`config.mk`:
```
export PLATFORM = sky130hd
export DESIGN_NAME = debounce_pulse
export DESIGN_NICKNAME = d
export VERILOG_FILES = /design/src/rtl/debounce_pulse_pkg.sv /design/src/rtl/debounce_pulse_sync_chain.sv /design/src/rtl/debounce_pulse.sv
export SDC_FILE = /design/constraint.sdc
export NUM_CORES = 1
export LEC_CHECK = 0
export ABC_AREA = 1
export BUFFER_PORTS_ARGS = -buffer_cell sky130_fd_sc_hd__buf_2
export CORE_AREA = 2 2 43 45
export CTS_BUF_LIST = sky130_fd_sc_hd__clkbuf_2 sky130_fd_sc_hd__clkbuf_4 sky130_fd_sc_hd__clkbuf_8
export DETAILED_ROUTE_END_ITERATION = 16
export DIE_AREA = 0 0 45 47
export PLACE_DENSITY = 0.46
export SYNTH_ARGS = -nofsm -noshare
export SYNTH_HDL_FRONTEND = slang
export SYNTH_SLANG_ARGS = --single-unit
```
`constraint.sdc`:
```
create_clock -name clk -period 1.3 [get_ports clk]
set_input_delay 0.13 -clock clk [delete_from_list [all_inputs] [get_ports clk]]
set_output_delay 0.13 -clock clk [all_outputs]
set_load 0.01 [all_outputs]
```
`src/rtl/debounce_pulse_pkg.sv`:
```
// Shared types and helpers for the debounce_pulse block: FSM state encoding
// and the counter-width function used by the top level.
package debounce_pkg;

  typedef enum logic [1:0] {
    IDLE_LOW  = 2'd0,
    WAIT_HIGH = 2'd1,
    HIGH      = 2'd2,
    WAIT_LOW  = 2'd3
  } db_state_t;

  // Bits needed to count up to the larger of two limits (inclusive).
  function automatic int clog2_max(input int a, input int b);
    int m;
    m = (a > b) ? a : b;
    return $clog2(m + 1);
  endfunction

endpackage

```
`src/rtl/debounce_pulse_sync_chain.sv`:
```
// sync_chain: N-flop synchronizer for asynchronous pin inputs, cleared to 0 by
// the asynchronous active-low reset. Shared by other pin-facing blocks.
module sync_chain #(
  parameter int STAGES = 2
) (
  input  logic clk,
  input  logic rstn,
  input  logic din,
  output logic dout
);

  // chain[0] is the raw pin, chain[STAGES] the fully synchronized sample.
  logic [STAGES:0] chain;

  assign chain[0] = din;

  genvar gi;
  generate
    for (gi = 0; gi < STAGES; gi++) begin : g_stage
      // One synchronizer flop per stage, shifting the pin value along the chain.
      always_ff @(posedge clk or negedge rstn) begin
        if (!rstn) begin
          chain[gi+1] <= 1'b0;
        end else begin
          chain[gi+1] <= chain[gi];
        end
      end
    end
  endgenerate

  assign dout = chain[STAGES];

endmodule

```
`src/rtl/debounce_pulse.sv`:
```
// debounce_pulse: synchronizes and debounces a bouncing button input, producing
// a clean level plus one-cycle rise/fall pulses. All outputs are registered.
// Optional feature: define DEBOUNCE_AUTOREPEAT_EN to emit repeated rise pulses
// every REPEAT_CYCLES cycles while the button stays accepted high.
module debounce_pulse
  import debounce_pkg::*;
#(
  parameter int SYNC_STAGES   = 2,
  parameter int STABLE_CYCLES = 4,
  parameter int REPEAT_CYCLES = 8
) (
  input  logic clk,
  input  logic rstn,
  input  logic btn_in,
  output logic level,
  output logic rise_pulse,
  output logic fall_pulse
);

  localparam int CNT_W = clog2_max(STABLE_CYCLES, REPEAT_CYCLES);
  localparam logic [CNT_W-1:0] STABLE_LAST = CNT_W'(STABLE_CYCLES - 1);
  localparam logic [CNT_W-1:0] CNT_MAX     = '1;
  localparam logic [CNT_W-1:0] CNT_ONE     = CNT_W'(1);

  logic            s;
  db_state_t       state_reg, state_next;
  logic [CNT_W-1:0] cnt_reg, cnt_next;
  logic            level_reg, level_next;
  logic            rise_reg, rise_next;
  logic            fall_reg, fall_next;
  logic            accept_high, accept_low;

  sync_chain #(
    .STAGES (SYNC_STAGES)
  ) u_sync (
    .clk  (clk),
    .rstn (rstn),
    .din  (btn_in),
    .dout (s)
  );

  // A change is accepted on the STABLE_CYCLES-th consecutive matching sample.
  assign accept_high = (state_reg == WAIT_HIGH) && s  && (cnt_reg == STABLE_LAST);
  assign accept_low  = (state_reg == WAIT_LOW)  && !s && (cnt_reg == STABLE_LAST);

`ifdef DEBOUNCE_AUTOREPEAT_EN
  localparam logic [CNT_W-1:0] REPEAT_LAST = CNT_W'(REPEAT_CYCLES - 1);
  logic [CNT_W-1:0] rep_reg, rep_next;
  logic             repeat_fire;

  // Repeat counter only advances while staying in HIGH; it is frozen in WAIT_LOW.
  assign repeat_fire = (state_reg == HIGH) && s && (rep_reg == REPEAT_LAST);
`endif

  // State, counters and registered outputs.
  always_ff @(posedge clk or negedge rstn) begin
    if (!rstn) begin
      state_reg <= IDLE_LOW;
      cnt_reg   <= '0;
      level_reg <= 1'b0;
      rise_reg  <= 1'b0;
      fall_reg  <= 1'b0;
`ifdef DEBOUNCE_AUTOREPEAT_EN
      rep_reg   <= '0;
`endif
    end else begin
      state_reg <= state_next;
      cnt_reg   <= cnt_next;
      level_reg <= level_next;
      rise_reg  <= rise_next;
      fall_reg  <= fall_next;
`ifdef DEBOUNCE_AUTOREPEAT_EN
      rep_reg   <= rep_next;
`endif
    end
  end

  // Next-state and stability-counter logic; counter saturates instead of wrapping.
  always_comb begin
    state_next = state_reg;
    cnt_next   = cnt_reg;
    case (state_reg)
      IDLE_LOW: begin
        if (s) begin
          state_next = WAIT_HIGH;
          cnt_next   = CNT_ONE;
        end
      end
      WAIT_HIGH: begin
        if (!s) begin
          state_next = IDLE_LOW;
          cnt_next   = '0;
        end else if (accept_high) begin
          state_next = HIGH;
          cnt_next   = '0;
        end else if (cnt_reg != CNT_MAX) begin
          cnt_next = cnt_reg + CNT_ONE;
        end
      end
      HIGH: begin
        if (!s) begin
          state_next = WAIT_LOW;
          cnt_next   = CNT_ONE;
        end
      end
      WAIT_LOW: begin
        if (s) begin
          state_next = HIGH;
          cnt_next   = '0;
        end else if (accept_low) begin
          state_next = IDLE_LOW;
          cnt_next   = '0;
        end else if (cnt_reg != CNT_MAX) begin
          cnt_next = cnt_reg + CNT_ONE;
        end
      end
      default: begin
        state_next = IDLE_LOW;
        cnt_next   = '0;
      end
    endcase
`ifdef DEBOUNCE_AUTOREPEAT_EN
    rep_next = rep_reg;
    if (accept_high) begin
      rep_next = '0;
    end else if ((state_reg == HIGH) && s) begin
      rep_next = repeat_fire ? '0 : rep_reg + CNT_ONE;
    end
`endif
  end

  // Output values to register: level moves and pulses fire only on acceptance.
  always_comb begin
    level_next = level_reg;
    rise_next  = 1'b0;
    fall_next  = 1'b0;
    if (accept_high) begin
      level_next = 1'b1;
      rise_next  = 1'b1;
    end
    if (accept_low) begin
      level_next = 1'b0;
      fall_next  = 1'b1;
    end
`ifdef DEBOUNCE_AUTOREPEAT_EN
    if (repeat_fire) begin
      rise_next = 1'b1;
    end
`endif
  end

  assign level      = level_reg;
  assign rise_pulse = rise_reg;
  assign fall_pulse = fall_reg;

endmodule

```
==> reports/results.tsv <==
metric	value	unit
status	completed	
dieArea	0.002115	mm2
pwr-share-clk	0.208	
place_congestion	0.7264	
grt_pass1_vias	408	
port_buffers	5	
crit_chain	ha_4 > nand2_1 > o21ai_1 > inv_1 > nor2_1 > nor2_2	
grt.met1_usage	0.1306	
antenna_found_initial	0	
drt_iter0_drc	5	
holdWs	0.2495	ns
clkTransAtPathRegs	0.07	ns
syn_inst	66	
powerDensity	1814	mW/mm2
clock_path_buffers	2	
synth_seq_cells	11	
dieWidth	45	um
yosysTopAreaCell	dfrtp_1	
max_slew_margin	0.8393	
layout_commonest_cell	nand2_1	
drv_slew	0	
final_area	661.9	um2
grt_use_met3	0.05769	
clock_skew	0.004314	ns
crit_buf_inv	1	
drc	0	
synth.avg_cell_area	8.266	um2
crit_fanout	4	
routed-via-count	442	
worstHoldPathType	input pin to async pin	
vdd_drop_max	0.9595	mV
gr-usage-met2	0.1857	
finish.net_count	83	
drv_cap	0	
synthTopCellsByArea	dfrtp_1 (50%), nand2_1 (12%), inv_1 (6.9%)	
antenna_cells	0	
drive_above_1_share	0.2436	
htreeDepth	1	
worst_path_max_delay_cell	dfrtp_1	
dp_hpwl	711.9	um
fmax	0.8407	GHz
swShare	0.3860	
synthesis.area	545.5	um2
largest_reg_flops	4	
core	0.001652	mm2
route.antenna.remaining_nets	0	
placed_cells	89	
yosysSeqAreaShare	0.5046	
setup_tns	0	ns
synth_top_cell_area_share	0.5046	
place_area	599.3	um2
numCtsBuffers	3	
crit_required	1.46	ns
seqPwrFrac	0.442	
cp_slowest_stage_delay	0.43	ns
cts_tree	yes	
grt_max_degree	12	
detail_route.wirelength	957	um
die_y	47	um
endpoint_kind	flop	
yosysUniqueCellTypes	16	
p_int	0.7372	mW
power_leakage	0.3427	nW
ys_warn_count	0	
startpoint_type	flop	
clk_latency	0.27	ns
cts_sinks	11	
criticalPathCategory	flop to flop	
grt-busiest-layer	met2	
track_usage	0.1185	
firstDrtPassIters	4	
fill_cells	187	
grt_pass1_wl	1.690	mm
pwr-share-comb	0.351	
overflow	0	
initial_core_util	0.3303	
arrival	1.35	ns
wire_per_inst	10.07	um
worst_pin_slew	0.2411	ns
timing.final.crit_share	0.9150	
via_per_inst	4.653	
p_switching	0.4635	mW
area_growth	21.33	%
hold_viol	0	
clock-root-buffer	clkbuf_4	
ios	6	
final_cell_mix	nand2_1 (18), dfrtp_1 (11), inv_1 (10), buf_2 (5)	
rows	15	
crit_family	flip-flops	
synth_nets	70	
final.min_clock_period	1.189	ns
setup_violations	0	
final_cells	95	
==> layer usage <==
layer	vias to the layer above	wire [um]
met3	4	51
met1	199	456
met5	-	0
met4	0	17
met2	7	431
li1	232	-
==> power by group through the flow <==
stage	clock, mW	combinational, mW	sequential, mW
after floorplan	0	0.299	0.521
after global placement	0	0.415	0.527
after detailed placement	0	0.414	0.522
after CTS	0.264	0.420	0.516
after global routing	0.284	0.489	0.550
final	0.249	0.421	0.530
==> through the flow <==
| stage | power, mW | utilization | setup WS (ns) |
|---|---|---|---|
| 6_report | 1.201 | 0.4008 | 0.1105 |
| 5_1_grt | 1.324 | 0.4008 | -0.009071 |
| 4_1_cts | 1.200 | 0.3932 | 0.04018 |
| 3_5_place_dp | 0.9358 | 0.3629 | 0.06761 |
| 3_3_place_gp | 0.9423 | 0.3629 | 0.06606 |
| 2_1_floorplan | 0.8195 | - | 0.1345 |
==> worst paths after layout <==
kind	start	slack, ns	cells past startpoint	to
worst min-delay path	rstn	0.25	2	rise_pulse
worst max register to register	cnt_reg[0]	0.11	6	cnt_reg[0]
worst max-delay path	cnt_reg[0]	0.11	6	cnt_reg[0]
min in group clk	u_sync.chain[1]	0.35	0	u_sync.dout
worst min register to register	u_sync.chain[1]	0.35	0	u_sync.dout
max in group asynchronous	rstn	0.85	2	cnt_reg[3]
==> synthesized netlist by cell type, drive strengths merged <==
cell / instances
inv: 11
nand4: 2
a21oi: 1
o21ai: 7
nor2: 5
and3: 1
nand3: 6
dfrtp: 11
ha: 1
nand2: 21
==> worst register-to-register path, delay by kind of cell (launching register included) <==
kind,cells,cell delay (ns)
AOI/OAI and AO/OA,1,0.14
and+or+nand+nor,3,0.28
adders and majority gates,1,0.19
DFF,1,0.43
buffers and inverters,1,0.05
==> what timing repair did <==
action,in CTS,in global routing
endpoints found under the hold margin,12,0
resized for setup,0,2
endpoints found under the setup margin,0,3
hold buffers,2,0
setup buffers,0,0
==> logic make-up after synthesis <==
logic type                 share of synthesized area
AOI/OAI and AO/OA                            0.07338
adders and majority gates                    0.02293
buffers and inverters                        0.07569
DFF                                           0.5046
and+or+nand+nor                               0.3234
==> cell type report <==
class,instances,area [um2],area share
Tap cell,17,21.27,0.03214
Clock buffer,4,30.03,0.04537
Sequential cell,11,275.3,0.4159
Multi-Input combinational cell,44,241.5,0.3648
Inverter,11,41.29,0.06238
Timing Repair Buffer,8,52.55,0.07940
Note: power is estimated with default switching activity, not from simulation.
